==> src/rtl/ps2_host_tx.sv <==
// ps2_host_tx: PS/2 host-to-device transmitter (one command byte per request).
// The host inhibits the bus, issues a request-to-send and then presents one
// bit per device falling edge: 8 data bits LSB first, odd parity and stop.
// The device ACK is sampled on the 11th fall.
// PS2_CLK/PS2_DATA are driven open-drain through kclk_oe/kdata_oe.
// Optional build macro: PS2_TX_RETRY_EN. When it is defined, a failed frame is
// retried twice with the same byte, and err pulses only after the third failure.
module ps2_host_tx #(
   parameter int unsigned CLK_FREQ_HZ      = 50000000,
   parameter int unsigned INHIBIT_US       = 100,
   parameter int unsigned START_TIMEOUT_US = 15000,
   parameter int unsigned EDGE_TIMEOUT_US  = 2000,
   parameter int unsigned FILTER_CYCLES    = 8
) (
   input  logic       clk,
   input  logic       rst,
   input  logic [7:0] tx_data,
   input  logic       tx_valid,
   output logic       tx_ready,
   input  logic       kclk_in,
   input  logic       kdata_in,
   output logic       kclk_oe,
   output logic       kdata_oe,
   output logic       busy,
   output logic       done,
   output logic       err
);

   // Cycle counts derived from the clock frequency (64-bit to avoid overflow).
   localparam longint unsigned INHIBIT_CYC = (64'(INHIBIT_US) * 64'(CLK_FREQ_HZ)) / 64'd1000000;
   localparam longint unsigned START_CYC   = (64'(START_TIMEOUT_US) * 64'(CLK_FREQ_HZ)) / 64'd1000000;
   localparam longint unsigned EDGE_CYC    = (64'(EDGE_TIMEOUT_US) * 64'(CLK_FREQ_HZ)) / 64'd1000000;
   localparam longint unsigned MAX_AB      = (START_CYC > EDGE_CYC) ? START_CYC : EDGE_CYC;
   localparam longint unsigned TMR_MAX     = (MAX_AB > INHIBIT_CYC) ? MAX_AB : INHIBIT_CYC;
   localparam int TMR_W = $clog2(TMR_MAX + 64'd1);
   // The timer is loaded with N-1, so an interval of N cycles ends when it reads zero.
   localparam logic [TMR_W-1:0] INHIBIT_LD = TMR_W'(INHIBIT_CYC - 64'd1);
   localparam logic [TMR_W-1:0] START_LD   = TMR_W'(START_CYC - 64'd1);
   localparam logic [TMR_W-1:0] EDGE_LD    = TMR_W'(EDGE_CYC - 64'd1);
   localparam int FC_W = (FILTER_CYCLES > 1) ? $clog2(FILTER_CYCLES) : 1;
   localparam logic [FC_W-1:0] FC_LAST = FC_W'(FILTER_CYCLES - 1);

   typedef enum logic [2:0] {
      ST_IDLE      = 3'd0,
      ST_INHIBIT   = 3'd1,
      ST_REQ       = 3'd2,
      ST_SEND      = 3'd3,
      ST_ACK       = 3'd4,
      ST_WAIT_IDLE = 3'd5,
      ST_DONE      = 3'd6,
      ST_ERR       = 3'd7
   } state_t;

   // Odd parity bit for one data byte.
   function automatic logic odd_parity(input logic [7:0] d);
      return ~^d;
   endfunction

   state_t            state_r, state_nxt_s;
   logic [TMR_W-1:0]  timer_r, timer_nxt_s;
   logic [3:0]        bitcnt_r, bitcnt_nxt_s;
   logic [10:0]       shreg_r, shreg_nxt_s;
   logic              timer_zero_s;
   logic              err_final_s;
   logic              kclk_meta_r, kclk_sync_r, kdata_meta_r, kdata_sync_r;
   logic              kclk_filt_r, kclk_fall_r;
   logic [FC_W-1:0]   filt_cnt_r;
   logic              tx_ready_r, kclk_oe_r, kdata_oe_r, busy_r, done_r, err_r;
   logic              tx_ready_nxt_s, kclk_oe_nxt_s, kdata_oe_nxt_s, busy_nxt_s, done_nxt_s, err_nxt_s;
`ifdef PS2_TX_RETRY_EN
   logic [1:0]        retry_r, retry_nxt_s;
`endif

   assign timer_zero_s = (timer_r == {TMR_W{1'b0}});
`ifdef PS2_TX_RETRY_EN
   assign err_final_s = (retry_r == 2'd2);
`else
   assign err_final_s = 1'b1;
`endif

   // Two-flop synchronisers for both pads (bus idles high).
   always_ff @(posedge clk or negedge rst) begin
      if (!rst) begin
         kclk_meta_r  <= 1'b1;
         kclk_sync_r  <= 1'b1;
         kdata_meta_r <= 1'b1;
         kdata_sync_r <= 1'b1;
      end else begin
         kclk_meta_r  <= kclk_in;
         kclk_sync_r  <= kclk_meta_r;
         kdata_meta_r <= kdata_in;
         kdata_sync_r <= kdata_meta_r;
      end
   end

   // kclk glitch filter: accept a level only after FILTER_CYCLES equal samples, strobe on 1->0.
   always_ff @(posedge clk or negedge rst) begin
      if (!rst) begin
         kclk_filt_r <= 1'b1;
         filt_cnt_r  <= {FC_W{1'b0}};
         kclk_fall_r <= 1'b0;
      end else if (kclk_sync_r != kclk_filt_r) begin
         if (filt_cnt_r == FC_LAST) begin
            kclk_filt_r <= kclk_sync_r;
            filt_cnt_r  <= {FC_W{1'b0}};
            kclk_fall_r <= ~kclk_sync_r;
         end else begin
            filt_cnt_r  <= filt_cnt_r + FC_W'(1'b1);
            kclk_fall_r <= 1'b0;
         end
      end else begin
         filt_cnt_r  <= {FC_W{1'b0}};
         kclk_fall_r <= 1'b0;
      end
   end

   // FSM state register.
   always_ff @(posedge clk or negedge rst) begin
      if (!rst) begin
         state_r <= ST_IDLE;
      end else begin
         state_r <= state_nxt_s;
      end
   end

   // Frame datapath registers: timer, bit index, frame, retry count.
   always_ff @(posedge clk or negedge rst) begin
      if (!rst) begin
         timer_r  <= {TMR_W{1'b0}};
         bitcnt_r <= 4'd0;
         shreg_r  <= 11'd0;
`ifdef PS2_TX_RETRY_EN
         retry_r  <= 2'd0;
`endif
      end else begin
         timer_r  <= timer_nxt_s;
         bitcnt_r <= bitcnt_nxt_s;
         shreg_r  <= shreg_nxt_s;
`ifdef PS2_TX_RETRY_EN
         retry_r  <= retry_nxt_s;
`endif
      end
   end

   // Next-state and datapath update logic.
   always_comb begin
      state_nxt_s  = state_r;
      timer_nxt_s  = timer_zero_s ? timer_r : (timer_r - TMR_W'(1'b1));
      bitcnt_nxt_s = bitcnt_r;
      shreg_nxt_s  = shreg_r;
`ifdef PS2_TX_RETRY_EN
      retry_nxt_s  = retry_r;
`endif
      case (state_r)
         ST_IDLE: begin
            if (tx_valid) begin
               state_nxt_s  = ST_INHIBIT;
               timer_nxt_s  = INHIBIT_LD;
               shreg_nxt_s  = {1'b1, odd_parity(tx_data), tx_data, 1'b0};
               bitcnt_nxt_s = 4'd0;
`ifdef PS2_TX_RETRY_EN
               retry_nxt_s  = 2'd0;
`endif
            end else begin
               state_nxt_s = ST_IDLE;
            end
         end
         ST_INHIBIT: begin
            if (timer_zero_s) begin
               state_nxt_s = ST_REQ;
            end else begin
               state_nxt_s = ST_INHIBIT;
            end
         end
         ST_REQ: begin
            state_nxt_s  = ST_SEND;
            timer_nxt_s  = START_LD;
            bitcnt_nxt_s = 4'd0;
         end
         ST_SEND: begin
            if (kclk_fall_r) begin
               bitcnt_nxt_s = bitcnt_r + 4'd1;
               timer_nxt_s  = EDGE_LD;
               if (bitcnt_r == 4'd9) begin
                  state_nxt_s = ST_ACK;
               end else begin
                  state_nxt_s = ST_SEND;
               end
            end else if (timer_zero_s) begin
               state_nxt_s = ST_ERR;
            end else begin
               state_nxt_s = ST_SEND;
            end
         end
         ST_ACK: begin
            if (kclk_fall_r) begin
               timer_nxt_s = EDGE_LD;
               if (!kdata_sync_r) begin
                  state_nxt_s = ST_WAIT_IDLE;
               end else begin
                  state_nxt_s = ST_ERR;
               end
            end else if (timer_zero_s) begin
               state_nxt_s = ST_ERR;
            end else begin
               state_nxt_s = ST_ACK;
            end
         end
         ST_WAIT_IDLE: begin
            if (kclk_filt_r && kdata_sync_r) begin
               state_nxt_s = ST_DONE;
            end else if (timer_zero_s) begin
               state_nxt_s = ST_ERR;
            end else begin
               state_nxt_s = ST_WAIT_IDLE;
            end
         end
         ST_DONE: begin
            state_nxt_s = ST_IDLE;
`ifdef PS2_TX_RETRY_EN
            retry_nxt_s = 2'd0;
`endif
         end
         ST_ERR: begin
`ifdef PS2_TX_RETRY_EN
            if (!err_final_s) begin
               state_nxt_s  = ST_INHIBIT;
               timer_nxt_s  = INHIBIT_LD;
               bitcnt_nxt_s = 4'd0;
               retry_nxt_s  = retry_r + 2'd1;
            end else begin
               state_nxt_s = ST_IDLE;
            end
`else
            state_nxt_s = ST_IDLE;
`endif
         end
         default: begin
            state_nxt_s = ST_IDLE;
         end
      endcase
   end

   // Output decode from the next state, so registered outputs align with the state.
   always_comb begin
      tx_ready_nxt_s = 1'b0;
      kclk_oe_nxt_s  = 1'b0;
      kdata_oe_nxt_s = 1'b0;
      done_nxt_s     = 1'b0;
      err_nxt_s      = 1'b0;
      busy_nxt_s     = (state_nxt_s != ST_IDLE);
      case (state_nxt_s)
         ST_IDLE:    tx_ready_nxt_s = 1'b1;
         ST_INHIBIT: kclk_oe_nxt_s  = 1'b1;
         ST_REQ: begin
            kclk_oe_nxt_s  = 1'b1;
            kdata_oe_nxt_s = 1'b1;
         end
         ST_SEND:    kdata_oe_nxt_s = ~shreg_nxt_s[bitcnt_nxt_s];
         ST_DONE:    done_nxt_s     = 1'b1;
         ST_ERR:     err_nxt_s      = err_final_s;
         default:    tx_ready_nxt_s = 1'b0;
      endcase
   end

   // Output registers; reset releases both lines immediately.
   always_ff @(posedge clk or negedge rst) begin
      if (!rst) begin
         tx_ready_r <= 1'b1;
         kclk_oe_r  <= 1'b0;
         kdata_oe_r <= 1'b0;
         busy_r     <= 1'b0;
         done_r     <= 1'b0;
         err_r      <= 1'b0;
      end else begin
         tx_ready_r <= tx_ready_nxt_s;
         kclk_oe_r  <= kclk_oe_nxt_s;
         kdata_oe_r <= kdata_oe_nxt_s;
         busy_r     <= busy_nxt_s;
         done_r     <= done_nxt_s;
         err_r      <= err_nxt_s;
      end
   end

   assign tx_ready = tx_ready_r;
   assign kclk_oe  = kclk_oe_r;
   assign kdata_oe = kdata_oe_r;
   assign busy     = busy_r;
   assign done     = done_r;
   assign err      = err_r;

endmodule
==> config.mk <==
export PLATFORM = sky130hd
export DESIGN_NAME = ps2_host_tx
export DESIGN_NICKNAME = d
export VERILOG_FILES = /design/src/rtl/ps2_host_tx.sv
export SDC_FILE = /design/constraint.sdc
export NUM_CORES = 1
export LEC_CHECK = 0
export CAP_MARGIN = 10
export CORE_MARGIN = 2
export CORE_UTILIZATION = 40
export CTS_BUF_LIST = sky130_fd_sc_hd__clkbuf_16
export CTS_CLUSTER_SIZE = 8
export DETAILED_ROUTE_END_ITERATION = 10
export GPL_ROUTABILITY_DRIVEN = 0
export GPL_TIMING_DRIVEN = 0
export PLACE_DENSITY = 0.61
export SLEW_MARGIN = 10
export SYNTH_ARGS = -nofsm -noshare
export SYNTH_HDL_FRONTEND = slang
export SYNTH_SLANG_ARGS = --single-unit
==> constraint.sdc <==
create_clock -name clk -period 3 [get_ports clk]
set_input_delay 0.3 -clock clk [delete_from_list [all_inputs] [get_ports clk]]
set_output_delay 0.3 -clock clk [all_outputs]
set_load 0.005 [all_outputs]
# [Word level (Yosys, flattened, before mapping)]
# Index checks and enable logic that the tools add are counted.
[totals] out_inout_bits=6 register_bits=53 wordCells=79 inputBits=13
[classes] reduce_logical=10 n_bitwise=2 magnitude_cmp=1 n_mux=31 eq_ne=15 addsub=3
[op_table] op="two-way mux 20 bit" n=3
[op_table] op="one-hot mux 20 bit (3 select lines)" n=1
[op_table] op="two-way mux 11 bit" n=2
[op_table] op="== test 3 bit, second input constant" n=7
[op_table] op="one-hot mux 3 bit (7 select lines)" n=1
[op_table] op="zero test 20 bit" n=1
[op_table] op="subtractor 20 x 1 -> 20 bit, second input constant" n=1
[op_table] op="two-way mux 3 bit" n=6
[op_table] op="== test 3 x 2 -> 1 bit, second input constant" n=4
[op_table] op="one-hot mux 4 bit (3 select lines)" n=1
[op_table] op="two-way mux 2 bit" n=5
[op_table] op="two-way mux 1 bit" n=8
[op_table] op="two-way mux 4 bit" n=2
[op_table] op="XNOR reduction 8 bit" n=1
[op_table] op="== test 3 x 1 -> 1 bit, second input constant" n=2
[op_table] op="zero test 3 bit" n=2
[op_table] op="OR reduction 2 bit" n=3
[op_table] op="less-than comparator 4 x 5 -> 1 bit, second input constant" n=1
[op_table] op="adder 4 x 1 -> 4 bit, second input constant" n=1
[op_table] op="binary-select mux 1 bit (select 4 bit)" n=1
[op_table] op="== test 4 bit, second input constant" n=1
[op_table] op="adder 3 x 1 -> 3 bit, second input constant" n=1
[op_table] op="nonzero test 3 bit" n=1
[op_table] op="NOT 1 bit" n=2
[op_table] op="4 further kinds" n=4

# [Depth between registers and ports, before layout]
# Gate-level depths: netlist of run 1.
[depth] ltp_word=7 ltp_mapped=10 ltp_nobuf=9

# [Least setup slack after synthesis of run 1]
# Ideal clock, no wire load.
[synth_timing] kind="reg-to-reg" startpoint="register timer_r[9]" endpoint="register timer_r[13]" t_required_ps=2875 period_less_slack_ps=2495 stages_incl_launch_ff=10 path_buffers=2 t_arrival_ps=2370 slack_ps=505 cell_sequence="dfrtp_1 or4_4 or3_1 buf_2 or3_1 buf_6 and3_4 and2b_1 xnor2_1 o21ai_1"
[synth_between] elab_chain_cells=4 elab_cells_between_ends=6
[synth_rtl] element="start, declared" line="60" text="logic [TMR_W-1:0] timer_r, timer_nxt_s;"
[synth_rtl] element="start signal, assigned" line="129" text="timer_r <= {TMR_W{1'b0}};"
[synth_rtl] element="start signal, assigned" line="136" text="timer_r <= timer_nxt_s;"
[synth_rtl] element="subtractor 20 x 1 -> 20 bit or zero test 20 bit (tied branches)" line="148, 74"
[synth_rtl] element="two-way mux 20 bit (*)" line="148" text="timer_nxt_s = timer_zero_s ? timer_r : (timer_r - TMR_W'(1'b1));"
[synth_rtl] element="two-way mux 20 bit (on tied branches)" line="181, 196, 156"
[synth_rtl] element="one-hot mux 20 bit (3 select lines) (*)" line="154" text="case (state_r)"
[synth_rtl] element="via timer_nxt_s[13]" line="60"
# The timed path passes the listed nets; every way through them passes the cells marked *.
# A chain may end at the register's enable or synchronous reset.

# [Worst setup path after layout of run 1]
[layout_timing] startpoint="register state_r[2]" endpoint="register kdata_oe_r (netlist: kdata_oe)"
[layout_between] elab_chain_cells=6 elab_cells_between_ends=18
[layout_rtl] element="start, declared" line="59" text="state_t state_r, state_nxt_s;"
[layout_rtl] element="start signal, assigned" line="122" text="state_r <= state_nxt_s;"
[layout_rtl] element="== test 3 x 2 -> 1 bit or zero test 3 bit (tied branches)" line="154"
[layout_rtl] element="one-hot mux 4 bit (3 select lines) (*)" line="154"
[layout_rtl] element="via bitcnt_nxt_s[0]" line="61" text="logic [3:0] bitcnt_r, bitcnt_nxt_s;"
[layout_rtl] element="binary-select mux 1 bit (select 4 bit) (*)" line="259" text="ST_SEND: kdata_oe_nxt_s = ~shreg_nxt_s[bitcnt_nxt_s];"
[layout_rtl] element="two-way mux 1 bit (implied by the code) (*)" line="259"
[layout_rtl] element="NOT 1 bit (*)" line="259"
[layout_rtl] element="one-hot mux 1 bit (2 select lines) (*)" line="252" text="case (state_nxt_s)"
[layout_rtl] element="via kdata_oe_nxt_s" line="69" text="logic tx_ready_nxt_s, kclk_oe_nxt_s, kdata_oe_nxt_s, busy_nxt_s, done_nxt_s, err_nxt_s;"
[layout_rtl] element="end signal, assigned" line="278" text="kdata_oe_r <= kdata_oe_nxt_s;"
[layout_rtl] element="end, declared" line="68" text="logic tx_ready_r, kclk_oe_r, kdata_oe_r, busy_r, done_r, err_r;"
# The timed path passes the listed nets; every way through them passes the cells marked *. The select of a mux whose other input is x is not followed.

==> metrics.md, run 1 <==
| Metric | Value |
|---|---|
| Status | `complete, no violations` |
| Vias in the first global route | `around 1900` |
| Die Area | `about 7300 µm²` |
| Pint | `1114 µW` |
| Most numerous cell on the critical path | `mux2i_1` |
| Via count | `1905` |
| Crit path max-delay family | `compound AO/OA/AOI/OAI gates` |
| Global route total overflow | `0` |
| Compound-Gate Fraction of Synth Area | `0.1191` |
| Initial antenna violation count | `0` |
| Post-CTS Setup Inserts | `0` |
| Rows | `29` |
| Clock-pin slew on the worst setup and hold paths | `~0.070 ns` |
| EDFF count, synth | `0` |
| # nets final | `304` |
| Post-Synth XOR/XNOR Area | `0.07876` |
| Cell count after synthesis | `260` |
| Die W | `85.68 µm` |
| Critical Path Slowest Stage Cell | `mux2i_1` |
| Post-synth top cells | `47 x dfrtp_1, 36 x nand2_1, 16 x o21ai_0, 16 x xnor2_1, 15 x nor2_1` |
| Library cells used by synthesis | `53` |
| Number of H-tree levels | `2` |
| Height of the die | `between 80 and 90 µm` |
| Dpl ws | `0.08570 ns` |
| Pwr per Cell Area | `approximately 460 nW/µm²` |
| Crit Reg-Reg Endpoint | `kdata_oe` |
| Max incr delay on CP | `around 0.62 ns` |
| GRT Util Overall | `0.1526` |
| # diodes | `0` |
| Most frequent cell after synthesis | `dfrtp_1` |
| Synthesized area | `2669 µm²` |
| Type of the tightest min-delay check | `in -> async` |
| Post-Place Cell Area | `2960 µm²` |
| Final Critical Period | `2.654 ns` |
| TritonCTS Buffers | `5` |
| Maxcap violations | `0` |
| Adder-cell share of the synthesized area | `0.02344` |
| Seq cells post-synth | `53` |
| Req. time, crit path | `3.21 ns` |
| Worst-skew pair later-pin latency | `a little under 0.3 ns` |
| Cells along the critical path | `clkbuf_1 > o21bai_1 > a21oi_1 > mux2i_1 > mux2i_1 > a21boi_0 > o41a_1 > a31oi_1` |
| Flop pwr share | `0.540` |
| Worst-margin pin slew | `~0.93 ns` |
| Worst reg2reg startpoint | `state_r[2]` |
| Hold_ws | `between 0.015 and 0.02 ns` |
| RSZ-0062 raised after global routing | `false` |
| Clk buf depth | `2` |
| FMAX | `roughly 380 MHz` |
| Worst r2r path cells | `8` |
| Sum of negative setup slack | `0 ns` |
| I/O pin count | `19` |
| Crit-path max FO | `10` |
| Vias per cell | `5.234` |
| Fraction of layout cells with a size suffix above 1 | `0.1010` |
| Antenna Nets Post-Route | `0` |
| Drt initial violations | `between 70 and 80` |
| Largest family of logic cells by synthesized area | `simple AND/OR/NAND/NOR gates` |
| FF/Latch Area | `1334 µm²` |
| CP bufs+invs | `1` |
| Syn_area_per_cell | `10.26 µm²` |
| Crit. End Element | `flip-flop` |
| Top-area cell type share of the netlist area | `0.4407` |
| Slew Viols, Final | `0` |
| Drt first pass iters | `5` |
| Cts hold-fix bufs | `0` |
| Comb pwr share | `0.074` |
| CTS Sinks | `53` |
| Post_cts resized | `0` |
| DR WL/cell | `13.89 µm` |
| IO Port Bufs | `18` |
| FF-to-FF setup slack | `approximately 0.35 ns` |
| Syn_nets | `roughly 280` |
| First-pass GRT wire length | `8.721 mm` |
| Core box area | `between 6000 and 7000 µm²` |
| Fillers | `between 600 and 700` |
| Final instance area | `3098 µm²` |
| Worst setup path category | `reg -> reg` |
| Area Growth Syn to Fin | `16.08%` |
| Top FF cell, synth | `dfrtp_1` |
| Clock Power Share | `0.386` |
| Routed Wire Length | `5.055 mm` |
| CTS tree | `done` |
| Synth Area in Simple Gates | `0.2011` |
| Cell leakage power | `0.001381 µW` |
| VDD IR max | `277.5 µV` |
| Sw frac | `0.2229` |
| Worst EP arrival | `2.87 ns` |
| Initial core utilization | `0.4179` |
| Multi-input logic area | `approximately 1300 µm²` |
| Async S/R FF share, synth | `1.000` |
| Clock Skews | `0.004266 ns` |
| Synth top area cells | `dfrtp_1 44%, dfstp_2 5.9%, xnor2_1 5.3%` |
| Post-synthesis mux area share | `0.05345` |
| Final worst-path cycle share | `0.8846` |
| Slew margin rel. | `0.3690` |
| HPWL Detailed | `3.731 mm` |
| Startpoint types | `flip-flop` |
| Ys Warns | `0` |
| Final WS setup | `0.3462 ns` |
| Pin count of the biggest net entering global routing | `29` |
| Root Driver | `clkbuf_16` |
| Number of remaining DRC errors | `0` |
| Cell taking the most area after synthesis | `dfrtp_1` |
| Seq/Total Area, Yosys | `0.4998` |
| NetSw | `319.4 µW` |
| Final Hold Fails | `0` |
| # setup viols final | `0` |
[registers in the layout, summed over array words and instances, names as in the netlist, 3 cells and up]
name,cells
timer_r,20
shreg_r,11
bitcnt_r,4
filt_cnt_r,3
state_r,3
[routing by layer]
metal / share of wire / GRT usage / vias up
met3: 0.030 / 0.03176 / 5
met4: 0.014 / 0.06926 / 0
met5: 0 / 0 / -
met1: 0.48 / 0.2037 / 917
li1: - / - / 952
met2: 0.47 / 0.2393 / 31
[how the worst max path moves through the flow]
stage                           from           to  slack [ns]  cells past startpoint
after floorplan           timer_r[9]  timer_r[13]        0.51                      9
after global placement           rst   shreg_r[6]        0.03                      1
after detailed placement    tx_valid     kdata_oe        0.09                      8
after CTS                 state_r[1]     kdata_oe        0.30                      6
after global routing      state_r[1]     kdata_oe        0.09                      6
final                     state_r[2]     kdata_oe        0.35                      8
[stage by stage]
| step | total power, µW | cells | utilization |
|---|---|---|---|
| after global routing | 1500 | 364 | 0.4851 |
| after CTS | 1451 | 364 | 0.4851 |
| final | 1433 | 364 | 0.4851 |
| after detailed placement | 896.7 | 356 | 0.4636 |
| after global placement | 888.9 | 355 | 0.4612 |
| after floorplan | 843.9 | 260 | - |
[kinds of logic after synthesis]
| logic type | Yosys count |
|---|---|
| flip-flops | 53 |
| adder cells (fa/ha/maj) | 5 |
| AO/OA/AOI/OAI | 48 |
| AND/OR/NAND/NOR | 101 |
| buffers and inverters | 15 |
| XOR/XNOR | 24 |
| multiplexers | 14 |
[power groups by stage]
stage	registers [µW]	clock network (µW)	logic (µW)
global placement	786	0	103
floorplan	783	0	61.3
detailed placement	787	0	110
CTS	774	567	109
global route	778	597	125
finish	774	554	106
[layout by cell type (no fill, tap or decap), types with 4 or more instances in the layout]
master / count
nor2_1: 15
clkbuf_16: 5
a21o_1: 4
or3_1: 5
clkdlybuf4s50_1: 17
a21oi_1: 7
nand3_1: 4
clkbuf_1: 5
nor3_1: 9
ha_1: 5
nor2b_1: 5
xnor2_1: 16
xor2_1: 8
and2_1: 6
inv_1: 8
mux2i_1: 12
nand2_1: 36
dfstp_2: 6
dfrtp_1: 47
o21ai_0: 16
[area by class of cell]
cell class                 count  share of cell area
buffer                         7             0.01131
tap                           77             0.03110
inverter                       8            0.009693
multi-input combinational    192              0.4099
clock buffer                   5             0.04039
sequential                    53              0.4305
timing repair buffer          19             0.06300
clock inverter                 3            0.004039
Note: power is estimated with default switching activity, not from simulation.
==> run 2, diff against run 1 <==
- CAP_MARGIN: 10 -> not set
- TNS_END_PERCENT: not set -> 30
==> results of run 2 <==
No change in the layout: final DEF, timing and power equal those of run 1.
==> run 3, diff against run 2 <==
- CORE_UTILIZATION: 40 -> 47
- PLACE_DENSITY: 0.61 -> 0.69
==> run 3 against run 2 <==
Compared with the run above: first-iteration DRC count grew 62%; final cell count shrank 1.4%; wire length grew 1.6%; maximum frequency shrank 0.68%; sequential power is essentially flat; highest routed layer unchanged; worst setup slack lost 0.018 ns; total power shrank 0.70%; sequential share of layout area grew 0.10 points; utilization grew 7.6 points; die area shrank 14%; combinational power is essentially flat.
==> metrics.md, run 3 (synthesis results as in run 1) <==
| Metric | Value |
|---|---|
| Core box area | `5507 µm² (was 6386 µm²)` |
| DR WL/cell | `14.30 µm (was 13.89 µm)` |
| Status | `complete, no violations (unchanged)` |
| Area Growth Syn to Fin | `15.80% (was 16.08%)` |
| Final WS setup | `0.3280 ns (was 0.3462 ns)` |
| Die W | `79.36 µm (was 85.68 µm)` |
| Number of remaining DRC errors | `0 (unchanged)` |
| Clk buf depth | `2 (unchanged)` |
| IO Port Bufs | `18 (unchanged)` |
| TritonCTS Buffers | `5 (unchanged)` |
| CTS Sinks | `53 (unchanged)` |
| Post_cts resized | `0 (unchanged)` |
| Drt initial violations | `120 (was 74)` |
| Global route total overflow | `0 (unchanged)` |
| Number of H-tree levels | `2 (unchanged)` |
| VDD IR max | `272.9 µV (was 277.5 µV)` |
| CTS tree | `done (unchanged)` |
| Worst EP arrival | `2.88 ns (was 2.87 ns)` |
| Initial antenna violation count | `0 (unchanged)` |
| Most common cell after layout, fill and taps aside | `dfrtp_1 (unchanged)` |
| Die Area | `6297 µm² (was 7341 µm²)` |
| Worst reg2reg startpoint | `state_r[2] (unchanged)` |
| Pin count of the biggest net entering global routing | `30 (was 29)` |
| Type of the tightest min-delay check | `in -> async (unchanged)` |
| HPWL Detailed | `3.614 mm (was 3.731 mm)` |
| Clock-pin slew on the worst setup and hold paths | `0.07 ns (about the same)` |
| Largest registers | `timer_r x20, shreg_r x11, bitcnt_r x4 (unchanged)` |
| Worst r2r path cells | `8 (unchanged)` |
| Worst-margin pin slew | `0.9634 ns (was 0.9334 ns)` |
| Vias in the first global route | `1861 (was 1854)` |
| Cells along the critical path | `clkbuf_1 > o21bai_1 > a21oi_1 > mux2i_1 > mux2i_1 > a21boi_0 > o41a_1 > a31oi_1 (unchanged)` |
| Final worst-path cycle share | `0.8907 (was 0.8846)` |
| Crit-path max FO | `10 (unchanged)` |
| Routed Wire Length | `5.134 mm (was 5.055 mm)` |
| First-pass GRT wire length | `8.804 mm (was 8.721 mm)` |
| Cell leakage power | `0.001390 µW (was 0.001381 µW)` |
| # diodes | `0 (unchanged)` |
| # nets final | `304 (unchanged)` |
| Sum of negative setup slack | `0 ns (unchanged)` |
| Initial core utilization | `0.4847 (was 0.4179)` |
| Antenna Nets Post-Route | `0 (unchanged)` |
| Hold_ws | `0.01014 ns (was 0.01724 ns)` |
| Height of the die | `79.36 µm (was 85.68 µm)` |
| Maxcap violations | `0 (unchanged)` |
| Critical Path Slowest Stage Cell | `mux2i_1 (unchanged)` |
| Pwr per Cell Area | `460.5 nW/µm² (was 462.6 nW/µm²)` |
| # setup viols final | `0 (unchanged)` |
| Most numerous cell on the critical path | `mux2i_1 (unchanged)` |
| Final Critical Period | `2.672 ns (was 2.654 ns)` |
| Worst setup path category | `reg -> reg (unchanged)` |
| Cts hold-fix bufs | `0 (unchanged)` |
| Crit. End Element | `flip-flop (unchanged)` |
| Largest reg by FF count | `timer_r (unchanged)` |
| GRT Util Overall | `0.1813 (was 0.1526)` |
| Startpoint types | `flip-flop (unchanged)` |
| Slew margin rel. | `0.3487 (was 0.3690)` |
| Slew Viols, Final | `0 (unchanged)` |
| Rows | `27 (was 29)` |
| Most frequent cells in the layout | `47 x dfrtp_1, 36 x nand2_1, 17 x clkdlybuf4s50_1 (unchanged)` |
| Drt first pass iters | `4 (was 5)` |
| Via count | `1896 (was 1905)` |
| Worst-skew pair later-pin latency | `0.29 ns (about the same)` |
| Vias per cell | `5.281 (was 5.234)` |
| I/O pin count | `19 (unchanged)` |
| RSZ-0062 raised after global routing | `false (unchanged)` |
| Clock Skews | `0.005111 ns (was 0.004266 ns)` |
| Fraction of layout cells with a size suffix above 1 | `0.09756 (was 0.1010)` |
| Final Hold Fails | `0 (unchanged)` |
| Dpl ws | `0.09052 ns (was 0.08570 ns)` |
| Root Driver | `clkbuf_16 (unchanged)` |
| Req. time, crit path | `3.20 ns (was 3.21 ns)` |
| Post-CTS Setup Inserts | `0 (unchanged)` |
| FMAX | `374.2 MHz (was 376.8 MHz)` |
| Beginning of the critical path | `state_r[2] (unchanged)` |
| Max incr delay on CP | `0.61 ns (was 0.62 ns)` |
| Largest register FFs | `20 (unchanged)` |
-- run 3: final cells by class --
class	count	area [µm²]
multi-input cells	192	1270
inverters	8	30.03
fillers	490	2416
clock inverters	3	11.26
clock buffers	5	125.1
repair buffers	19	195.2
flip-flops and latches	53	1334
plain buffers	7	35.03
well taps	72	90.09
-- run 3: worst paths after layout --
check | endpoint | slack, ns
worst max-delay path | kdata_oe | 0.33
max in group asynchronous | kdata_meta_r | 2.35
min in group clk | kclk_sync_r | 0.36
worst max register to register | kdata_oe | 0.33
worst min register to register | kclk_sync_r | 0.36
worst min-delay path | timer_r[18] | 0.01
-- run 3: where the power goes --
group          switching [µW]  leakage [µW]  total (µW)  internal [µW]
clock                     243     0.0000776         544            301
combinational            49.7      0.000711         106           56.0
sequential               18.2      0.000602         773            755
-- run 3: per-stage QoR --
| step | power [µW] | area (µm²) | instances | util |
|---|---|---|---|---|
| after global placement | 888.6 | 2939 | 350 | 0.5337 |
| after global routing | 1480 | 3090 | 359 | 0.5612 |
| after detailed placement | 895.0 | 2954 | 351 | 0.5365 |
| after CTS | 1437 | 3090 | 359 | 0.5612 |
| final | 1423 | 3090 | 359 | 0.5612 |
| after floorplan | 843.9 | 2669 | 260 | - |
-- run 3: critical path, delay by kind of cell, from the launching register on --
family,cells,cell delay (ns)
buf+inv,1,0.32
compound gates,5,1.07
mux,2,0.86
flops,1,0.33
-- run 3: routing by layer --
metal / track usage / up-vias / wire length (µm)
li1: - / 955 / -
met1: 0.2336 / 904 / 2363
met2: 0.3068 / 32 / 2548
met3: 0.03750 / 5 / 158
met4: 0.05690 / 0 / 64
met5: 0 / - / 0
